==> src/rtl/alu16_seq_if.sv <==
// -----------------------------------------------------------------------------
// alu16_seq_if -- host-side request/response bundle for alu16_seq.
//
// Signals (W = 4*NIBBLES):
//   start        request, sampled by the sequencer only while idle
//   op_m[1:0]    ALU mode, forwarded to the slice unchanged
//   op_ai, op_bi operand-modifier controls, forwarded unchanged
//   op_a, op_b   W-bit operands
//   cin          carry into the least-significant nibble
//   busy         high while nibbles are being issued
//   done         one-cycle pulse, result/cout valid
//   result       registered W-bit result
//   cout         final slice carry
//   zero         result-is-zero flag (only with ALU16_SEQ_ZFLAG_EN defined)
//
// Modports: master = requester side, slave = alu16_seq side.
// Configuration macro: ALU16_SEQ_ZFLAG_EN adds the zero flag.
// -----------------------------------------------------------------------------
interface alu16_seq_if #(
    parameter int NIBBLES = 4
) ();
    localparam int W = 4 * NIBBLES;

    logic         start;
    logic [1:0]   op_m;
    logic         op_ai;
    logic         op_bi;
    logic [W-1:0] op_a;
    logic [W-1:0] op_b;
    logic         cin;
    logic         busy;
    logic         done;
    logic [W-1:0] result;
    logic         cout;
`ifdef ALU16_SEQ_ZFLAG_EN
    logic         zero;

    modport master (
        output start, op_m, op_ai, op_bi, op_a, op_b, cin,
        input  busy, done, result, cout, zero
    );

    modport slave (
        input  start, op_m, op_ai, op_bi, op_a, op_b, cin,
        output busy, done, result, cout, zero
    );
`else
    modport master (
        output start, op_m, op_ai, op_bi, op_a, op_b, cin,
        input  busy, done, result, cout
    );

    modport slave (
        input  start, op_m, op_ai, op_bi, op_a, op_b, cin,
        output busy, done, result, cout
    );
`endif
endinterface

==> src/rtl/alu16_seq.sv <==
// -----------------------------------------------------------------------------
// alu16_seq -- sequences a W-bit ALU operation (W = 4*NIBBLES) through an
// external combinational 4-bit ALU slice, one nibble per clock, LSB first.
// The slice's carry out of nibble k becomes its carry in for nibble k+1.
//
// Ports:
//   clk, rst_n        clock, asynchronous active-low reset
//   bus (slave)       request/response bundle (see alu16_seq_if)
//   alu_m, alu_ai,    latched controls driven to the slice
//   alu_bi
//   alu_a, alu_b      current operand nibbles (0 outside RUN)
//   alu_kin           current carry into the slice (0 outside RUN)
//   alu_out, alu_kout combinational result/carry returned by the slice
//
// Configuration macro: ALU16_SEQ_ZFLAG_EN -- when defined, bus.zero is
// registered with the result and is 1 iff the full W-bit result is 0.
// -----------------------------------------------------------------------------
module alu16_seq #(
    parameter int NIBBLES = 4
) (
    input  logic             clk,
    input  logic             rst_n,
    alu16_seq_if.slave       bus,
    output logic [1:0]       alu_m,
    output logic             alu_ai,
    output logic             alu_bi,
    output logic [3:0]       alu_a,
    output logic [3:0]       alu_b,
    output logic             alu_kin,
    input  logic [3:0]       alu_out,
    input  logic             alu_kout
);
    localparam int W  = 4 * NIBBLES;
    localparam int IW = (NIBBLES > 1) ? $clog2(NIBBLES) : 1;
    localparam logic [IW-1:0] LAST_IDX = IW'(NIBBLES - 1);

    typedef enum logic [1:0] {
        IDLE = 2'd0,
        RUN  = 2'd1,
        DONE = 2'd2
    } state_t;

    state_t        state_q;
    logic [IW-1:0] idx_q;
    logic          carry_q;
    logic [W-1:0]  a_q;
    logic [W-1:0]  b_q;
    logic [1:0]    m_q;
    logic          ai_q;
    logic          bi_q;
    logic [W-1:0]  acc_q;
    logic [W-1:0]  acc_next;

    // Accumulator with the slice's current nibble merged in; on the final
    // RUN edge this is the complete result.
    always_comb begin
        // NOTE: default first so every path assigns acc_next -- no latch.
        acc_next = acc_q;
        acc_next[{idx_q, 2'b00} +: 4] = alu_out;
    end

    assign alu_m   = m_q;
    assign alu_ai  = ai_q;
    assign alu_bi  = bi_q;
    assign alu_a   = (state_q == RUN) ? a_q[{idx_q, 2'b00} +: 4] : 4'd0;
    assign alu_b   = (state_q == RUN) ? b_q[{idx_q, 2'b00} +: 4] : 4'd0;
    assign alu_kin = (state_q == RUN) ? carry_q : 1'b0;

    // NOTE: sequential state uses non-blocking assignments only, so every
    // register samples pre-edge values regardless of statement order.
    always_ff @(posedge clk or negedge rst_n) begin
        if (!rst_n) begin
            state_q    <= IDLE;
            idx_q      <= '0;
            carry_q    <= 1'b0;
            a_q        <= '0;
            b_q        <= '0;
            m_q        <= '0;
            ai_q       <= 1'b0;
            bi_q       <= 1'b0;
            acc_q      <= '0;
            bus.busy   <= 1'b0;
            bus.done   <= 1'b0;
            bus.result <= '0;
            bus.cout   <= 1'b0;
`ifdef ALU16_SEQ_ZFLAG_EN
            bus.zero   <= 1'b0;
`endif
        end else begin
            case (state_q)
                IDLE: begin
                    if (bus.start) begin
                        a_q      <= bus.op_a;
                        b_q      <= bus.op_b;
                        m_q      <= bus.op_m;
                        ai_q     <= bus.op_ai;
                        bi_q     <= bus.op_bi;
                        carry_q  <= bus.cin;
                        idx_q    <= '0;
                        state_q  <= RUN;
                        bus.busy <= 1'b1;
                    end
                end
                RUN: begin
                    acc_q   <= acc_next;
                    carry_q <= alu_kout;
                    idx_q   <= idx_q + 1'b1;
                    if (idx_q == LAST_IDX) begin
                        bus.result <= acc_next;
                        bus.cout   <= alu_kout;
`ifdef ALU16_SEQ_ZFLAG_EN
                        bus.zero   <= (acc_next == '0);
`endif
                        state_q    <= DONE;
                        bus.busy   <= 1'b0;
                        bus.done   <= 1'b1;
                    end
                end
                DONE: begin
                    // Any start seen here is dropped, not queued.
                    state_q  <= IDLE;
                    bus.done <= 1'b0;
                end
                default: begin
                    state_q  <= IDLE;
                    bus.busy <= 1'b0;
                    bus.done <= 1'b0;
                end
            endcase
        end
    end
endmodule

==> src/flat_wrapper.sv <==
// flat-port wrapper written by rule: the top's interface ports become plain ports
module alu16_seq_flat 
#(
    parameter int NIBBLES = 4
)
  (clk, rst_n, alu_m, alu_ai, alu_bi, alu_a, alu_b, alu_kin, alu_out, alu_kout, bus_start, bus_op_m, bus_op_ai, bus_op_bi, bus_op_a, bus_op_b, bus_cin, bus_busy, bus_done, bus_result, bus_cout);
  alu16_seq_if #(.NIBBLES(NIBBLES)) bus_i ();
  input  logic clk;
  input  logic rst_n;
  output logic [1:0] alu_m;
  output logic alu_ai;
  output logic alu_bi;
  output logic [3:0] alu_a;
  output logic [3:0] alu_b;
  output logic alu_kin;
  input  logic [3:0] alu_out;
  input  logic alu_kout;
  input wire logic [$bits(bus_i.start)-1:0] bus_start;
  input wire logic [$bits(bus_i.op_m)-1:0] bus_op_m;
  input wire logic [$bits(bus_i.op_ai)-1:0] bus_op_ai;
  input wire logic [$bits(bus_i.op_bi)-1:0] bus_op_bi;
  input wire logic [$bits(bus_i.op_a)-1:0] bus_op_a;
  input wire logic [$bits(bus_i.op_b)-1:0] bus_op_b;
  input wire logic [$bits(bus_i.cin)-1:0] bus_cin;
  output wire logic [$bits(bus_i.busy)-1:0] bus_busy;
  output wire logic [$bits(bus_i.done)-1:0] bus_done;
  output wire logic [$bits(bus_i.result)-1:0] bus_result;
  output wire logic [$bits(bus_i.cout)-1:0] bus_cout;
  assign bus_i.start = bus_start;
  assign bus_i.op_m = bus_op_m;
  assign bus_i.op_ai = bus_op_ai;
  assign bus_i.op_bi = bus_op_bi;
  assign bus_i.op_a = bus_op_a;
  assign bus_i.op_b = bus_op_b;
  assign bus_i.cin = bus_cin;
  assign bus_busy = bus_i.busy;
  assign bus_done = bus_i.done;
  assign bus_result = bus_i.result;
  assign bus_cout = bus_i.cout;
  alu16_seq #(.NIBBLES(NIBBLES)) u_core (.clk(clk), .rst_n(rst_n), .bus(bus_i), .alu_m(alu_m), .alu_ai(alu_ai), .alu_bi(alu_bi), .alu_a(alu_a), .alu_b(alu_b), .alu_kin(alu_kin), .alu_out(alu_out), .alu_kout(alu_kout));
endmodule
==> config.mk <==
export PLATFORM = sky130hd
export DESIGN_NAME = alu16_seq_flat
export DESIGN_NICKNAME = d
export VERILOG_FILES = /design/src/rtl/alu16_seq_if.sv /design/src/rtl/alu16_seq.sv /design/src/flat_wrapper.sv
export SDC_FILE = /design/constraint.sdc
export NUM_CORES = 1
export LEC_CHECK = 0
export CORE_MARGIN = 5
export CORE_UTILIZATION = 54
export CTS_CLUSTER_DIAMETER = 50
export DETAILED_ROUTE_END_ITERATION = 6
export PLACE_DENSITY = 0.85
export SLEW_MARGIN = 20
export SYNTH_ARGS = -nofsm -noshare
export SYNTH_HDL_FRONTEND = slang
export SYNTH_SLANG_ARGS = --single-unit
==> constraint.sdc <==
create_clock -name clk -period 3.1 [get_ports clk]
set_clock_uncertainty 0.2 [all_clocks]
set_input_delay 0.62 -clock clk [delete_from_list [all_inputs] [get_ports clk]]
set_output_delay 0.62 -clock clk [all_outputs]
set_load 0.005 [all_outputs]
==> impl_results.md <==
- YS warnings: 0
- Final setup viols: 0
- Synth Area in Simple Gates: 0.106
- Max_cap viols: 0
- Routing usage on met2: 0.331
- Critical Path AT: 2070 ps
- CTS tree: yes
- # clock sinks: 72
- Worst hold path type: in2async
- Die Span X: 88.7 um
- H-tree depth: 3
- Data required, critical path: around 2300 ps
- Worst Max-Slew Pin Slew: just under 900 ps
- Synthesized instance count: around 240
- Yosys cell types: 32
- Synth async-reset ratio: 1.00
- Worst path max stage delay: 500 ps
- Fin nets: between 300 and 400
- EDFF count, synth: 0
- Die height: 88.7 um
- P_leak: roughly 1.9 nW
- Placed Cells: between 300 and 400
- Worst-path fanout max: 7
- RSZ-0062 raised after global routing: false
- # rows: 28
- CTS Buffer Depth: 2
- Post-CTS setup repair buffer count: 0
- Drt first pass iters: 4
- Slowest stage cell on the critical path: clkdlybuf4s50_1
- Diodes inserted: 0
- GRT Residual Overflow: 0
- Pre-CTS WS: 392 ps
- Vias: 2189
- Clk root buf: clkbuf_8
- Largest net degree at the start of global routing: 73
- Startpoint types: flop
- Final WS setup: 207 ps
- CTS buffer count: 9
- Antenna violations before repair: 0
- Power per cell area: 1020 nW/um^2
- GRT Max-Usage Layer: met2
- Avg WL per Cell: 17.4 um
- Post-Synth Adder-Cell Area: 0.0187
- Share of cells above drive strength 1: 0.196
- Status: complete, no violations
- Final period util: 0.933
- IO buf count: 76
- Syn avg cell area: 13.7 sq um
- Reg clk slew, reported paths: 70 ps
- Largest family of logic cells by synthesized area: multiplexers
- Flops & latches, synth: 72
- Worst-skew pair later-pin latency: 340 ps
- CP Capture Type: output port
- Sequential area share after synthesis: 0.538
- Xor and xnor area share after synthesis: 0
- Synth Area in Compound Gates: 0.0935
- Peak VDD IR: 595 uV
- M1 GR Usage: 0.258
- Most common cell after layout, fill and taps aside: clkdlybuf4s50_1
- Most frequent cells in the layout: clkdlybuf4s50_1, dfrtp_1, mux2_4
- Max-Slew Margin vs Limit: 0.407
- FILL cells: roughly 390
- Die footprint: ~8000 sq um
- Tmin final: 2890 ps
- DP HPWL: 5080 um
- Achievable Freq: 0.346 GHz
- Vias/cell: 5.39
- Vias in the first global route: around 2400
- Iteration-0 DRC count of the detailed router: 128
- Routability cong.: 0.785
- Crit path buffers/inverters: 2
- Routed Antenna Nets: 0
- # IOs: 77
- Setup TNS Final: 0 ps
- Net Count, Synth: 294
- Hold Violations, Final: 0
- Met3 Usage GRT: 0.0493
- Synth Flop Type: dfrtp_1
- Total GRT Usage: 0.203
- Crit path cell chain: nor2b_1 -> buf_4 -> and2_1 -> clkdlybuf4s50_1
- DRT Wirelength: 7050 um
- Slew Viols, Final: 0
- Critical path type: reg2out
- Area growth, synth to finish: 30.2%
- Initial cell density of the core: 0.559
- First-pass GRT wire length: 12000 um
- Post-synthesis cell area: 3350 sq um
- Mux cell area share after synthesis: 0.211
- DRC viols: 0
- Core area: 5990 sq um
- Fin cells: 406
- Crit path max-delay family: buffers and inverters
cell families after synthesis:
kind of cell / count (synthesis)
AO/OA/AOI/OAI: 47
adder cells (fa/ha/maj): 5
buffers and inverters: 17
flip-flops: 72
multiplexers: 45
AND/OR/NAND/NOR: 58
registers in the layout (all words and copies together) (netlist names), 2 cells and up:
name	flops
u_core.acc_q	12
u_core.state_q	2
u_core.alu_m	2
u_core.bus.result	16
u_core.idx_q	2
u_core.a_q	16
u_core.b_q	16
report_power, final:
group	internal, mW	switching (mW)	leakage (nW)	total [mW]
Clock	0.414	0.334	0.103	0.748
Combinational	1.28	0.741	0.910	2.02
Sequential	1.39	0.307	0.876	1.69
Total	3.08	1.38	1.89	4.46
cells in the mapped netlist (all sizes together), types with 2 or more instances:
cell,number,area (sq um)
nor2,14,52.6
buf,8,73.8
and2,11,68.8
mux2,37,526
a31oi,4,25.0
o21bai,2,15.0
nor2b,15,93.8
nand2,7,33.8
clkbuf,3,11.3
ha,5,62.6
nand4b,2,17.5
mux4,8,180
o2bb2ai,4,35.0
inv,6,25.0
nand2b,3,18.8
a21oi,19,95.1
a22o,12,105
dfrtp,72,1800
o21ai,4,20.0
layout make-up:
cell class	count	area, sq um	area share
multi-input combinational	155	1440	0.330
clock inverter	3	40.0	0.00919
sequential	72	1800	0.414
inverter	6	25.0	0.00574
timing repair buffer	82	801	0.184
tap	75	93.8	0.0215
clock buffer	13	159	0.0365
per-layer routing:
layer / wire, um / share of wire
met1: 2980 / 0.42
met2: 3570 / 0.51
met3: 386 / 0.055
met4: 111 / 0.016
met5: 0 / 0
worst reg2reg max path, cell delays in order, from the launching register on:
cell and delay (ps):
dfrtp_1 700, inv_1 180, ha_1 420, and4bb_2 290, and2_1 210, a22o_1 240
through the flow:
stage | power [mW] | instance area (sq um) | util | hold WS, ps
after floorplan | 2.91 | 3350 | - | 124
after global placement | 3.66 | 4160 | 0.694 | 266
after detailed placement | 3.74 | 4160 | 0.694 | 272
after CTS | 4.50 | 4360 | 0.727 | 293
after global routing | 4.77 | 4360 | 0.727 | 307
final | 4.46 | 4360 | 0.727 | 285
worst paths after layout:
| check | start | endpoint | slack (ps) | cells after the start |
|---|---|---|---|---|
| worst max-delay path | u_core.state_q[1] | alu_b[0] | 210 | 4 |
| worst min-delay path | rst_n | u_core.alu_ai | 280 | 2 |
| worst max register to register | u_core.idx_q[1] | u_core.acc_q[3] | 730 | 5 |
| worst min register to register | u_core.a_q[2] | u_core.a_q[2] | 290 | 1 |
| max in group asynchronous | rst_n | u_core.idx_q[0] | 1790 | 2 |
| min in group clk | u_core.a_q[2] | u_core.a_q[2] | 290 | 1 |
what timing repair did:
item | 4_1_cts | 5_1_grt
resized for setup | 0 | 1
endpoints found under the setup margin | 0 | 8
hold buffers | 0 | 0
(Power assumes the default switching activity.)
